<file path="src/rtl/fnn_ctrl_pkg.sv">
// Shared types and constants for the FNN layer sequencing controller.
package fnn_ctrl_pkg;

    typedef enum logic [1:0] {
        IDLE   = 2'd0,
        STREAM = 2'd1,
        WAIT   = 2'd2,
        HOLD   = 2'd3
    } seq_state_t;

    localparam int unsigned ERR_TIMEOUT  = 0;
    localparam int unsigned ERR_SPURIOUS = 1;

    // Counter width able to index 0..n-1 (at least one bit).
    function automatic int unsigned cnt_width(input int unsigned n);
        return (n > 1) ? $clog2(n) : 1;
    endfunction

endpackage

</file>
<file path="src/rtl/layer_seq_ctrl_if.sv">
// Upstream vector, neuron broadcast/collect and downstream result signals.
interface layer_seq_ctrl_if #(
    parameter int unsigned numInputs  = 30,
    parameter int unsigned numNeurons = 10,
    parameter int unsigned dataWidth  = 16
);
    logic                            in_valid;
    logic                            in_ready;
    logic [numInputs*dataWidth-1:0]  in_data;
    logic [dataWidth-1:0]            neuron_data;
    logic                            neuron_valid;
    logic [numNeurons-1:0]           neuron_outvalid;
    logic [numNeurons*dataWidth-1:0] neuron_out;
    logic                            out_valid;
    logic                            out_ready;
    logic [numNeurons*dataWidth-1:0] out_data;

    // Controller side.
    modport master (
        input  in_valid, in_data, neuron_outvalid, neuron_out, out_ready,
        output in_ready, neuron_data, neuron_valid, out_valid, out_data
    );

    // Environment side: upstream producer, neurons and downstream consumer.
    modport slave (
        output in_valid, in_data, neuron_outvalid, neuron_out, out_ready,
        input  in_ready, neuron_data, neuron_valid, out_valid, out_data
    );
endinterface

</file>
<file path="src/rtl/neuron_result_collector.sv">
// Per-lane done bits and capture registers for the neuron outputs of one frame.
module neuron_result_collector #(
    parameter int unsigned numNeurons = 10,
    parameter int unsigned dataWidth  = 16
) (
    input  logic                            clk,
    input  logic                            rst,
    input  logic                            clear,
    input  logic                            capture,
    input  logic [numNeurons-1:0]           outvalid,
    input  logic [numNeurons*dataWidth-1:0] lanes_in,
    output logic [numNeurons*dataWidth-1:0] lanes_out,
    output logic                            all_done_c
);
    logic [numNeurons-1:0] done_q;
    logic [numNeurons-1:0] hit_c;

    // Lanes completing this cycle; repeats on finished lanes are dropped.
    always_comb begin
        hit_c      = outvalid & ~done_q & {numNeurons{capture}};
        all_done_c = &(done_q | hit_c);
    end

    // Capture first result per lane; clear at the start of every frame.
    always_ff @(posedge clk) begin
        if (!rst || clear) begin
            done_q    <= '0;
            lanes_out <= '0;
        end else begin
            for (int unsigned i = 0; i < numNeurons; i++) begin
                if (hit_c[i]) begin
                    lanes_out[i*dataWidth +: dataWidth] <= lanes_in[i*dataWidth +: dataWidth];
                end
            end
            done_q <= done_q | hit_c;
        end
    end
endmodule

</file>
<file path="src/rtl/layer_seq_ctrl.sv">
// Frame controller: serialize an input vector to a neuron layer, collect results.
module layer_seq_ctrl
    import fnn_ctrl_pkg::*;
#(
    parameter int unsigned numInputs     = 30,
    parameter int unsigned numNeurons    = 10,
    parameter int unsigned dataWidth     = 16,
    parameter int unsigned timeoutCycles = 64
) (
    input  logic                    clk,
    input  logic                    rst,
    layer_seq_ctrl_if.master        bus,
    output logic [1:0]              err,
    input  logic                    err_clr,
    output logic                    busy
);
    localparam int unsigned CNT_W = cnt_width(numInputs);
    localparam int unsigned TMR_W = cnt_width(timeoutCycles);
    localparam int unsigned VEC_W = numInputs * dataWidth;

    seq_state_t           state_q, state_n;
    logic [CNT_W-1:0]     cnt_q, cnt_n;
    logic [TMR_W-1:0]     tmr_q, tmr_n;
    logic [VEC_W-1:0]     buf_q, buf_n;
    logic [1:0]           err_n;
    logic [dataWidth-1:0] ndata_n;
    logic                 accept_c, capture_c, timeout_c, spurious_c, all_done_c;

    // Next-state, counters and next values of the registered outputs.
    always_comb begin
        state_n   = state_q;
        cnt_n     = cnt_q;
        tmr_n     = tmr_q;
        buf_n     = buf_q;
        accept_c  = 1'b0;
        capture_c = 1'b0;
        timeout_c = 1'b0;
        case (state_q)
            IDLE: begin
                if (bus.in_valid) begin
                    accept_c = 1'b1;
                    buf_n    = bus.in_data;
                    cnt_n    = '0;
                    state_n  = STREAM;
                end
            end
            STREAM: begin
                if (cnt_q == CNT_W'(numInputs - 1)) begin
                    tmr_n   = '0;
                    state_n = WAIT;
                end else begin
                    cnt_n = cnt_q + 1'b1;
                end
            end
            WAIT: begin
                capture_c = 1'b1;
                if (all_done_c) begin
                    state_n = HOLD;
                end else if (tmr_q == TMR_W'(timeoutCycles - 1)) begin
                    timeout_c = 1'b1;
                    state_n   = HOLD;
                end else begin
                    tmr_n = tmr_q + 1'b1;
                end
            end
            HOLD: begin
                if (bus.out_ready) begin
                    state_n = IDLE;
                end
            end
            default: state_n = IDLE;
        endcase

        spurious_c = (state_q != WAIT) && (|bus.neuron_outvalid);
        err_n      = err_clr ? 2'b00 : err;
        if (timeout_c)  err_n[ERR_TIMEOUT]  = 1'b1;
        if (spurious_c) err_n[ERR_SPURIOUS] = 1'b1;

        ndata_n = (state_n == STREAM) ? buf_n[cnt_n*dataWidth +: dataWidth] : '0;
    end

    // State, counters and registered outputs.
    always_ff @(posedge clk) begin
        if (!rst) begin
            state_q          <= IDLE;
            cnt_q            <= '0;
            tmr_q            <= '0;
            buf_q            <= '0;
            err              <= '0;
            busy             <= 1'b0;
            bus.in_ready     <= 1'b1;
            bus.neuron_valid <= 1'b0;
            bus.neuron_data  <= '0;
            bus.out_valid    <= 1'b0;
        end else begin
            state_q          <= state_n;
            cnt_q            <= cnt_n;
            tmr_q            <= tmr_n;
            buf_q            <= buf_n;
            err              <= err_n;
            busy             <= (state_n != IDLE);
            bus.in_ready     <= (state_n == IDLE);
            bus.neuron_valid <= (state_n == STREAM);
            bus.neuron_data  <= ndata_n;
            bus.out_valid    <= (state_n == HOLD);
        end
    end

    neuron_result_collector #(
        .numNeurons (numNeurons),
        .dataWidth  (dataWidth)
    ) u_collector (
        .clk        (clk),
        .rst        (rst),
        .clear      (accept_c),
        .capture    (capture_c),
        .outvalid   (bus.neuron_outvalid),
        .lanes_in   (bus.neuron_out),
        .lanes_out  (bus.out_data),
        .all_done_c (all_done_c)
    );
endmodule

</file>
<file path="src/flat_wrapper.sv">
// flat-port wrapper written by rule: the top's interface ports become plain ports
module layer_seq_ctrl_flat import fnn_ctrl_pkg::*;
#(
    parameter int unsigned numInputs     = 30,
    parameter int unsigned numNeurons    = 10,
    parameter int unsigned dataWidth     = 16,
    parameter int unsigned timeoutCycles = 64
)
  (clk, rst, err, err_clr, busy, bus_in_valid, bus_in_data, bus_neuron_outvalid, bus_neuron_out, bus_out_ready, bus_in_ready, bus_neuron_data, bus_neuron_valid, bus_out_valid, bus_out_data);
  layer_seq_ctrl_if #(.numInputs(numInputs), .numNeurons(numNeurons), .dataWidth(dataWidth)) bus_i ();
  input  logic clk;
  input  logic rst;
  output logic [1:0] err;
  input  logic err_clr;
  output logic busy;
  input wire logic [$bits(bus_i.in_valid)-1:0] bus_in_valid;
  input wire logic [$bits(bus_i.in_data)-1:0] bus_in_data;
  input wire logic [$bits(bus_i.neuron_outvalid)-1:0] bus_neuron_outvalid;
  input wire logic [$bits(bus_i.neuron_out)-1:0] bus_neuron_out;
  input wire logic [$bits(bus_i.out_ready)-1:0] bus_out_ready;
  output wire logic [$bits(bus_i.in_ready)-1:0] bus_in_ready;
  output wire logic [$bits(bus_i.neuron_data)-1:0] bus_neuron_data;
  output wire logic [$bits(bus_i.neuron_valid)-1:0] bus_neuron_valid;
  output wire logic [$bits(bus_i.out_valid)-1:0] bus_out_valid;
  output wire logic [$bits(bus_i.out_data)-1:0] bus_out_data;
  assign bus_i.in_valid = bus_in_valid;
  assign bus_i.in_data = bus_in_data;
  assign bus_i.neuron_outvalid = bus_neuron_outvalid;
  assign bus_i.neuron_out = bus_neuron_out;
  assign bus_i.out_ready = bus_out_ready;
  assign bus_in_ready = bus_i.in_ready;
  assign bus_neuron_data = bus_i.neuron_data;
  assign bus_neuron_valid = bus_i.neuron_valid;
  assign bus_out_valid = bus_i.out_valid;
  assign bus_out_data = bus_i.out_data;
  layer_seq_ctrl #(.numInputs(numInputs), .numNeurons(numNeurons), .dataWidth(dataWidth), .timeoutCycles(timeoutCycles)) u_core (.clk(clk), .rst(rst), .bus(bus_i), .err(err), .err_clr(err_clr), .busy(busy));
endmodule
</file>
<file path="config.mk">
export PLATFORM = sky130hd
export DESIGN_NAME = layer_seq_ctrl_flat
export DESIGN_NICKNAME = d
export VERILOG_FILES = /design/src/rtl/fnn_ctrl_pkg.sv /design/src/rtl/layer_seq_ctrl_if.sv /design/src/rtl/neuron_result_collector.sv /design/src/rtl/layer_seq_ctrl.sv /design/src/flat_wrapper.sv
export SDC_FILE = /design/constraint.sdc
export NUM_CORES = 1
export LEC_CHECK = 0
export ABC_AREA = 1
export BUFFER_PORTS_ARGS = -buffer_cell sky130_fd_sc_hd__buf_2
export CORE_ASPECT_RATIO = 1.1
export CORE_MARGIN = 2
export CORE_UTILIZATION = 30
export CTS_CLUSTER_SIZE = 40
export DETAILED_ROUTE_END_ITERATION = 12
export PLACE_DENSITY_LB_ADDON = 0.15
export SETUP_SLACK_MARGIN = 0.4
export SYNTH_ARGS = -nofsm -noshare
export SYNTH_HDL_FRONTEND = slang
export SYNTH_HIERARCHICAL = 1
export SYNTH_SLANG_ARGS = --single-unit
</file>
<file path="constraint.sdc">
create_clock -name clk -period 6.2 [get_ports clk]
set_input_delay 0.31 -clock clk [delete_from_list [all_inputs] [get_ports clk]]
set_output_delay 0.31 -clock clk [all_outputs]
set_load 0.03 [all_outputs]
</file>
==> impl_metrics.env, run 1 <==
export IMPL_clockPowerShare_pct=41.7
export IMPL_slew_headroom_pct=29.9
export IMPL_arrival_ps=4680
export IMPL_cts_root_buf="clkbuf_16"
export IMPL_syn_nets=5219
export IMPL_cts_num_sinks=685
export IMPL_io_buffers=836
export IMPL_layout_commonest_cell="nand2_1"
export IMPL_netlist_area_um2=31000
export IMPL_synth_distinct_cells=38
export IMPL_rsz0062_at_grt="no"
export IMPL_maxSlewViolCount=0
export IMPL_required_ps=6720
export IMPL_dp_hpwl_um=103000
export IMPL_finalCritPeriodShare_pct=67.0
export IMPL_worst_path_buf_inv=2
export IMPL_rows=123
export IMPL_drt_pass1_iterations=7
export IMPL_critPathTopFamily="simple AND/OR/NAND/NOR gates"
export IMPL_synth_area_leaders="dfxtp_1, nand2_1, nand3_1, a21oi_1, buf_2"
export IMPL_worstReg2RegStart="u_core/state_q[0]"
export IMPL_grt_pass1_wl_um=210000
export IMPL_synth_top_family_by_area="simple AND/OR/NAND/NOR gates"
export IMPL_tightestPinTransition_ps=1050
export IMPL_die_area_um2=106000
export IMPL_core_area_um2=102000
export IMPL_grt_pass1_vias=32606
export IMPL_crit_path_end_kind="flip-flop"
export IMPL_syn_avg_cell_area_um2=6.80
export IMPL_cp_cell_sequence="nor2_4 -> nand2_8 -> nand2_1 -> nand2_4 -> nand2_4 -> buf_12 -> buf_4 -> nand2_1 -> nand3_1 -> nand3_1 -> nand3_1 -> a21oi_1 -> nor2_1"
export IMPL_ir_drop_v=0.000229
export IMPL_synth_seq_cells=685
export IMPL_status="completed"
export IMPL_hold_path_class="in -> reg"
export IMPL_timing_final_hold_violations=0
export IMPL_synth_compound_area_share_pct=11.4
export IMPL_clk_path_buf_depth=3
export IMPL_numCtsBuffers=82
export IMPL_cts_setup_buffers=0
export IMPL_critical_path_slowest_cell="nand2_4"
export IMPL_p_comb_share_pct=18.9
export IMPL_cts_resized=0
export IMPL_grtUsageTotal_pct=26.3
export IMPL_slowest_delay_ps=600
export IMPL_synth_area_mux_share_pct=0
export IMPL_clk_pin_slew_ps=60
export IMPL_start_kind="flip-flop"
export IMPL_cts_tree="built"
export IMPL_final_area_um2=43800
export IMPL_synth_top_area_share_pct=44.2
export IMPL_wl_per_cell_um=20.4
export IMPL_setup_viol=0
export IMPL_ant_nets=0
export IMPL_ioPinCount=837
export IMPL_fmax_ghz=0.241
export IMPL_fin_setup_tns_ps=0
export IMPL_grt_max_degree=203
export IMPL_area_growth_pct=41.2
export IMPL_holdCritStartpoint="bus_in_data[45]"
export IMPL_drt_iter0_drc=3099
export IMPL_drc=0
export IMPL_p_sw_share_pct=29.3
export IMPL_cellPowerDensity_nw_per_um2=273
export IMPL_synth_adder_area_share_pct=0.121
export IMPL_synthXorXnorAreaFrac_pct=0.0565
export IMPL_num_vias=34713
export IMPL_synth_area_leader_cell="dfxtp_1"
export IMPL_timing_rr_end="u_core/bus.neuron_data[0]"
export IMPL_clk_latency_ps=650
export IMPL_die_w_um=310
export IMPL_fin_skew_ps=29.8
export IMPL_overflow=0
export IMPL_antenna_found_initial=16
export IMPL_cpMostUsedCell="nand3_1"
export IMPL_holdPathStages=3
export IMPL_period_needed_ps=4150
export IMPL_crit_type="reg -> reg"
export IMPL_fillers=10670
export IMPL_nNetsFinal=6380
export IMPL_placed_area_um2=35700
export IMPL_min_to="u_core/buf_q[45]"
export IMPL_pwr_share_seq_pct=39.4
export IMPL_gp_congestion=0.865
export IMPL_critPathMaxFanout=102
export IMPL_cap_violations=0
export IMPL_p_leak_nw=20.2
export IMPL_post_drt_via_cell_ratio=4.85
export IMPL_p_sw_mw=3.51
export IMPL_syn_inst=4561
export IMPL_regToRegSetupSlack_ps=2050
export IMPL_drive_gt1_share_pct=19.2
export IMPL_yosys_area_share_simple_pct=37.4
export IMPL_yosys_warnings=6
export IMPL_initial_core_util_pct=30.3
export IMPL_r2r_cells=13
export IMPL_intPower_mw=8.45
export IMPL_fp_dieH_um=341
export IMPL_synth_seq_area_share_pct=44.2
export IMPL_htree_levels=3
export IMPL_drt_wl_total_um=146000
export IMPL_mostFrequentLayoutCells="nand2_1, buf_2, dfxtp_1"
==> cell usage after synthesis <==
library cell	count
nor3b_1	2
a21oi_1	543
xnor2_1	1
nor2_2	4
o211a_1	1
nand3_1	628
or2_0	6
or2_2	57
buf_4	13
nor4_1	2
nand2_4	11
a211oi_1	2
or2_1	1
buf_1	12
nor2_4	4
a31oi_4	1
nand3b_1	16
nor3_1	6
inv_2	17
nand2_2	3
buf_6	28
o21ai_0	115
ha_1	3
nand4_1	2
nor2_1	191
nand2_1	1785
clkbuf_1	129
a21oi_2	1
xor2_1	1
nor2_8	11
buf_2	144
clkbuf_2	2
o31ai_1	1
o21ai_2	1
o21ai_1	35
nor3_2	1
inv_1	96
dfxtp_1	685
==> routing by layer <==
layer	part of all wire, %	vias to the layer above	wire length (µm)	global-route usage (%)
met3	7.0	200	10200	4.03
met4	2.7	16	3940	8.22
met2	46	1253	67000	42.1
met1	44	16148	64700	36.3
li1	-	17096	-	-
met5	0.062	-	91	0
==> kinds of logic (layout without fill, tap and decap cells) <==
kind of cell,after synthesis,after routing
other cells,0,4
buf+inv,441,1661
fa+ha+maj,3,3
flops,685,685
simple gates,2730,2730
xor+xnor,2,2
compound gates,700,700
==> sequential cells by signal (all words and copies together) (netlist names) <==
| name | flops |
|---|---|
| u_core/buf_q | 480 |
| u_core/bus.in_ready | 1 |
| u_core/bus.neuron_data | 16 |
| u_core/bus.neuron_valid | 1 |
| u_core/bus.out_valid | 1 |
| u_core/busy | 1 |
| u_core/cnt_q | 5 |
| u_core/err | 2 |
| u_core/state_q | 2 |
| u_core/tmr_q | 6 |
| u_core/u_collector/done_q | 10 |
| u_core/u_collector/lanes_out | 160 |
==> through the flow <==
step / std cells / total power [mW] / setup WS (ps) / util, % / hold WS [ps]
after floorplan: 4561 / 5.98 / 4020 / - / 446
after global placement: 6478 / 6.77 / 1730 / 34.9 / 445
after detailed placement: 6478 / 6.77 / 1770 / 34.9 / 449
after CTS: 7156 / 12.1 / 2080 / 42.8 / 0.459
after global routing: 7159 / 12.5 / 1810 / 42.8 / 19.8
final: 7160 / 12.0 / 2050 / 42.8 / 35.7
==> worst max-delay path by stage <==
| stage | start | endpoint | slack [ps] | cells past startpoint |
|---|---|---|---|---|
| floorplan | u_core/state_q[1] | u_core/bus.neuron_data[0] | 4020 | 17 |
| global placement | bus_in_valid | u_core/bus.neuron_data[0] | 1730 | 13 |
| detailed placement | bus_in_valid | u_core/bus.neuron_data[0] | 1770 | 13 |
| CTS | u_core/state_q[0] | u_core/bus.neuron_data[0] | 2080 | 13 |
| global route | u_core/state_q[0] | u_core/bus.neuron_data[0] | 1810 | 13 |
| finish | u_core/state_q[0] | u_core/bus.neuron_data[0] | 2050 | 13 |
==> final cells by class <==
cell class                 instances  area (µm²)  area share [%]
timing repair buffer            1405        9900            22.6
multi-input combinational       3435       15300            34.9
antenna                            4        10.0          0.0229
tap                             1375        1720            3.93
clock buffer                     124        2470            5.65
clock inverter                    19         262           0.597
inverter                         113         439            1.00
sequential                       685       13700            31.3
==> power by group through the flow <==
stage | clock (mW) | sequential (mW) | combinational (mW)
detailed placement | 0 | 4.80 | 1.97
global route | 5.27 | 4.72 | 2.47
floorplan | 0 | 4.80 | 1.17
CTS | 5.10 | 4.71 | 2.26
global placement | 0 | 4.80 | 1.97
finish | 4.99 | 4.71 | 2.26
==> repair_timing <==
item,CTS,global route
endpoints found under the hold margin,536,0
endpoints found under the setup margin,0,0
hold buffers,535,0
==> tightest hold or removal path, stage by stage <==
cell	delay, ps
buf_2	90
nand2_1	140
a21oi_1	80
(Power assumes the default switching activity.)
==> run 2, diff against run 1 <==
Clock period 6.2 ns to 4 ns, I/O delays scaled along.
==> run 2 against run 1 <==
Sequential share of layout area decreased by 1.7 points. Global-route usage grew 0.90 points. Sequential cell count did not move. Clock power is 55% higher. Routed wire length increased by 3.5%. Clock skew is 10 ps lower. Count of clock-buffer cells in the layout shrank 9. Utilization increased by 2.4 points. Via count grew 3.7%. First-iteration DRC count shrank 0.90%. Critical path depth fell by 1. Non-clock buffer count is 240 higher. Critical endpoint unchanged. Largest power group unchanged.
==> impl_metrics.env, run 2 (synthesis gave the netlist of run 1 again) <==
export IMPL_cts_num_sinks=685
export IMPL_period_needed_ps=3240
export IMPL_cts_root_buf="clkbuf_16"
export IMPL_crit_type="reg -> reg"
export IMPL_cts_tree="built"
export IMPL_ant_nets=0
export IMPL_grt_pass1_vias=34568
export IMPL_tightestPinTransition_ps=1050
export IMPL_fp_dieH_um=341
export IMPL_num_vias=35984
export IMPL_p_leak_nw=21.0
export IMPL_nNetsFinal=6619
export IMPL_antenna_found_initial=21
export IMPL_post_drt_via_cell_ratio=4.86
export IMPL_slowest_delay_ps=790
export IMPL_grt_max_degree=224
export IMPL_rsz0062_at_grt="no"
export IMPL_rows=123
export IMPL_status="completed"
export IMPL_clk_pin_slew_ps=60
export IMPL_grtUsageTotal_pct=27.2
export IMPL_hold_path_class="in -> reg"
export IMPL_cap_violations=0
export IMPL_required_ps=4530
export IMPL_overflow=0
export IMPL_worst_path_buf_inv=2
export IMPL_dp_hpwl_um=104000
export IMPL_fmax_ghz=0.309
export IMPL_worstReg2RegStart="u_core/cnt_q[0]"
export IMPL_wl_per_cell_um=20.4
export IMPL_place_inst=6494
export IMPL_timing_final_hold_violations=0
export IMPL_holdPathStages=4
export IMPL_htree_levels=3
export IMPL_finalCritPeriodShare_pct=81.0
export IMPL_drt_pass1_iterations=5
export IMPL_critPathTopFamily="compound AO/OA/AOI/OAI gates"
export IMPL_gp_congestion=0.870
export IMPL_fillers=10340
export IMPL_clk_path_buf_depth=3
export IMPL_ioPinCount=837
export IMPL_layout_commonest_cell="nand2_1"
export IMPL_maxSlewViolCount=0
export IMPL_drc=0
export IMPL_grt_pass1_wl_um=219000
export IMPL_fin_skew_ps=19.3
export IMPL_initial_core_util_pct=30.3
export IMPL_fin_setup_tns_ps=0
export IMPL_timing_rr_end="u_core/bus.neuron_data[0]"
export IMPL_critPathMaxFanout=26
export IMPL_cpMostUsedCell="nand3_1"
export IMPL_r2r_cells=12
export IMPL_crit_start="u_core/cnt_q[0]"
export IMPL_min_to="u_core/buf_q[176]"
export IMPL_core_area_um2=102000
export IMPL_slew_headroom_pct=30.0
export IMPL_die_w_um=310
export IMPL_cellPowerDensity_nw_per_um2=404
export IMPL_crit_path_end_kind="flip-flop"
export IMPL_holdCritStartpoint="bus_in_data[176]"
export IMPL_drt_iter0_drc=3071
export IMPL_start_kind="flip-flop"
export IMPL_reg_top3="u_core/buf_q: 480 flops, u_core/u_collector/lanes_out: 160 flops, u_core/bus.neuron_data: 16 flops"
export IMPL_drive_gt1_share_pct=18.8
export IMPL_setup_viol=0
export IMPL_cts_resized=0
export IMPL_largest_register_ffs=480
export IMPL_critical_path_slowest_cell="o21ai_4"
export IMPL_cp_cell_sequence="ha_1 -> nand2_1 -> nor2_2 -> nor2_4 -> o21ai_4 -> buf_4 -> buf_4 -> nand3_1 -> nand3_1 -> nand3_1 -> a21oi_1 -> nor2_1"
export IMPL_arrival_ps=3770
export IMPL_area_growth_pct=49.2
export IMPL_clk_latency_ps=650
export IMPL_layout_cells_non_filler=7404
export IMPL_ir_drop_v=0.000318
export IMPL_drt_wl_total_um=151000
export IMPL_regToRegSetupSlack_ps=760
export IMPL_io_buffers=836
export IMPL_mostFrequentLayoutCells="nand2_1, buf_2, dlygate4sd3_1"
export IMPL_top_register="u_core/buf_q"
export IMPL_numCtsBuffers=81
export IMPL_die_area_um2=106000
run 2: timing repair:
item                       4_1_cts  5_1_grt
buffers inserted                 0        0
hold buffers                   759        0
setup endpoints to repair        0        0
hold endpoints to repair       640        0
run 2: final cells by class:
cell class                 instances  area, µm²  area share, %
antenna                            6       15.0         0.0325
clock buffer                     115       2360           5.09
clock inverter                    30        369          0.798
inverter                         113        439          0.949
multi-input combinational       3435      15300           33.0
sequential                       685      13700           29.6
tap                             1375       1720           3.72
timing repair buffer            1645      12400           26.8
run 2: how the worst max path moves through the flow:
| stage | to | slack [ps] | cells past startpoint |
|---|---|---|---|
| after floorplan | u_core/bus.neuron_data[0] | 1820 | 17 |
| final | u_core/bus.neuron_data[0] | 760 | 12 |
| after global placement | u_core/bus.neuron_data[0] | 810 | 12 |
| after detailed placement | u_core/bus.neuron_data[0] | 760 | 12 |
| after CTS | u_core/bus.neuron_data[0] | 730 | 12 |
| after global routing | u_core/bus.neuron_data[0] | 500 | 12 |
run 2: worst min-delay path, delay by kind of cell:
family | cells | cell delay (ps)
AO/OA/AOI/OAI | 1 | 120
buffers and inverters | 1 | 110
AND/OR/NAND/NOR | 2 | 200
run 2: metrics by stage:
step                      utilization, %  area (µm²)  hold WS (ps)  total power [mW]  setup slack, ps
after floorplan                        -       31000           347              9.26             1820
after global placement              35.1       35900           446              10.6              806
after detailed placement            35.1       35900           450              10.6              763
after CTS                           45.2       46200          2.18              18.8              731
after global routing                45.2       46300          47.4              19.5              497
final                               45.2       46300          28.9              18.7              759
run 2: where the power goes:
part	internal, mW	switching (mW)
sequential	7.18	0.106
clock	4.56	3.16
combinational	1.39	2.29
total	13.1	5.56
run 2: layer usage:
layer	routed length [µm]	vias to the layer above	global-route usage (%)
met5	119	-	0
met4	5950	20	11.2
met3	9310	293	4.27
met2	68900	1279	43.4
met1	66700	16812	36.6
li1	-	17580	-
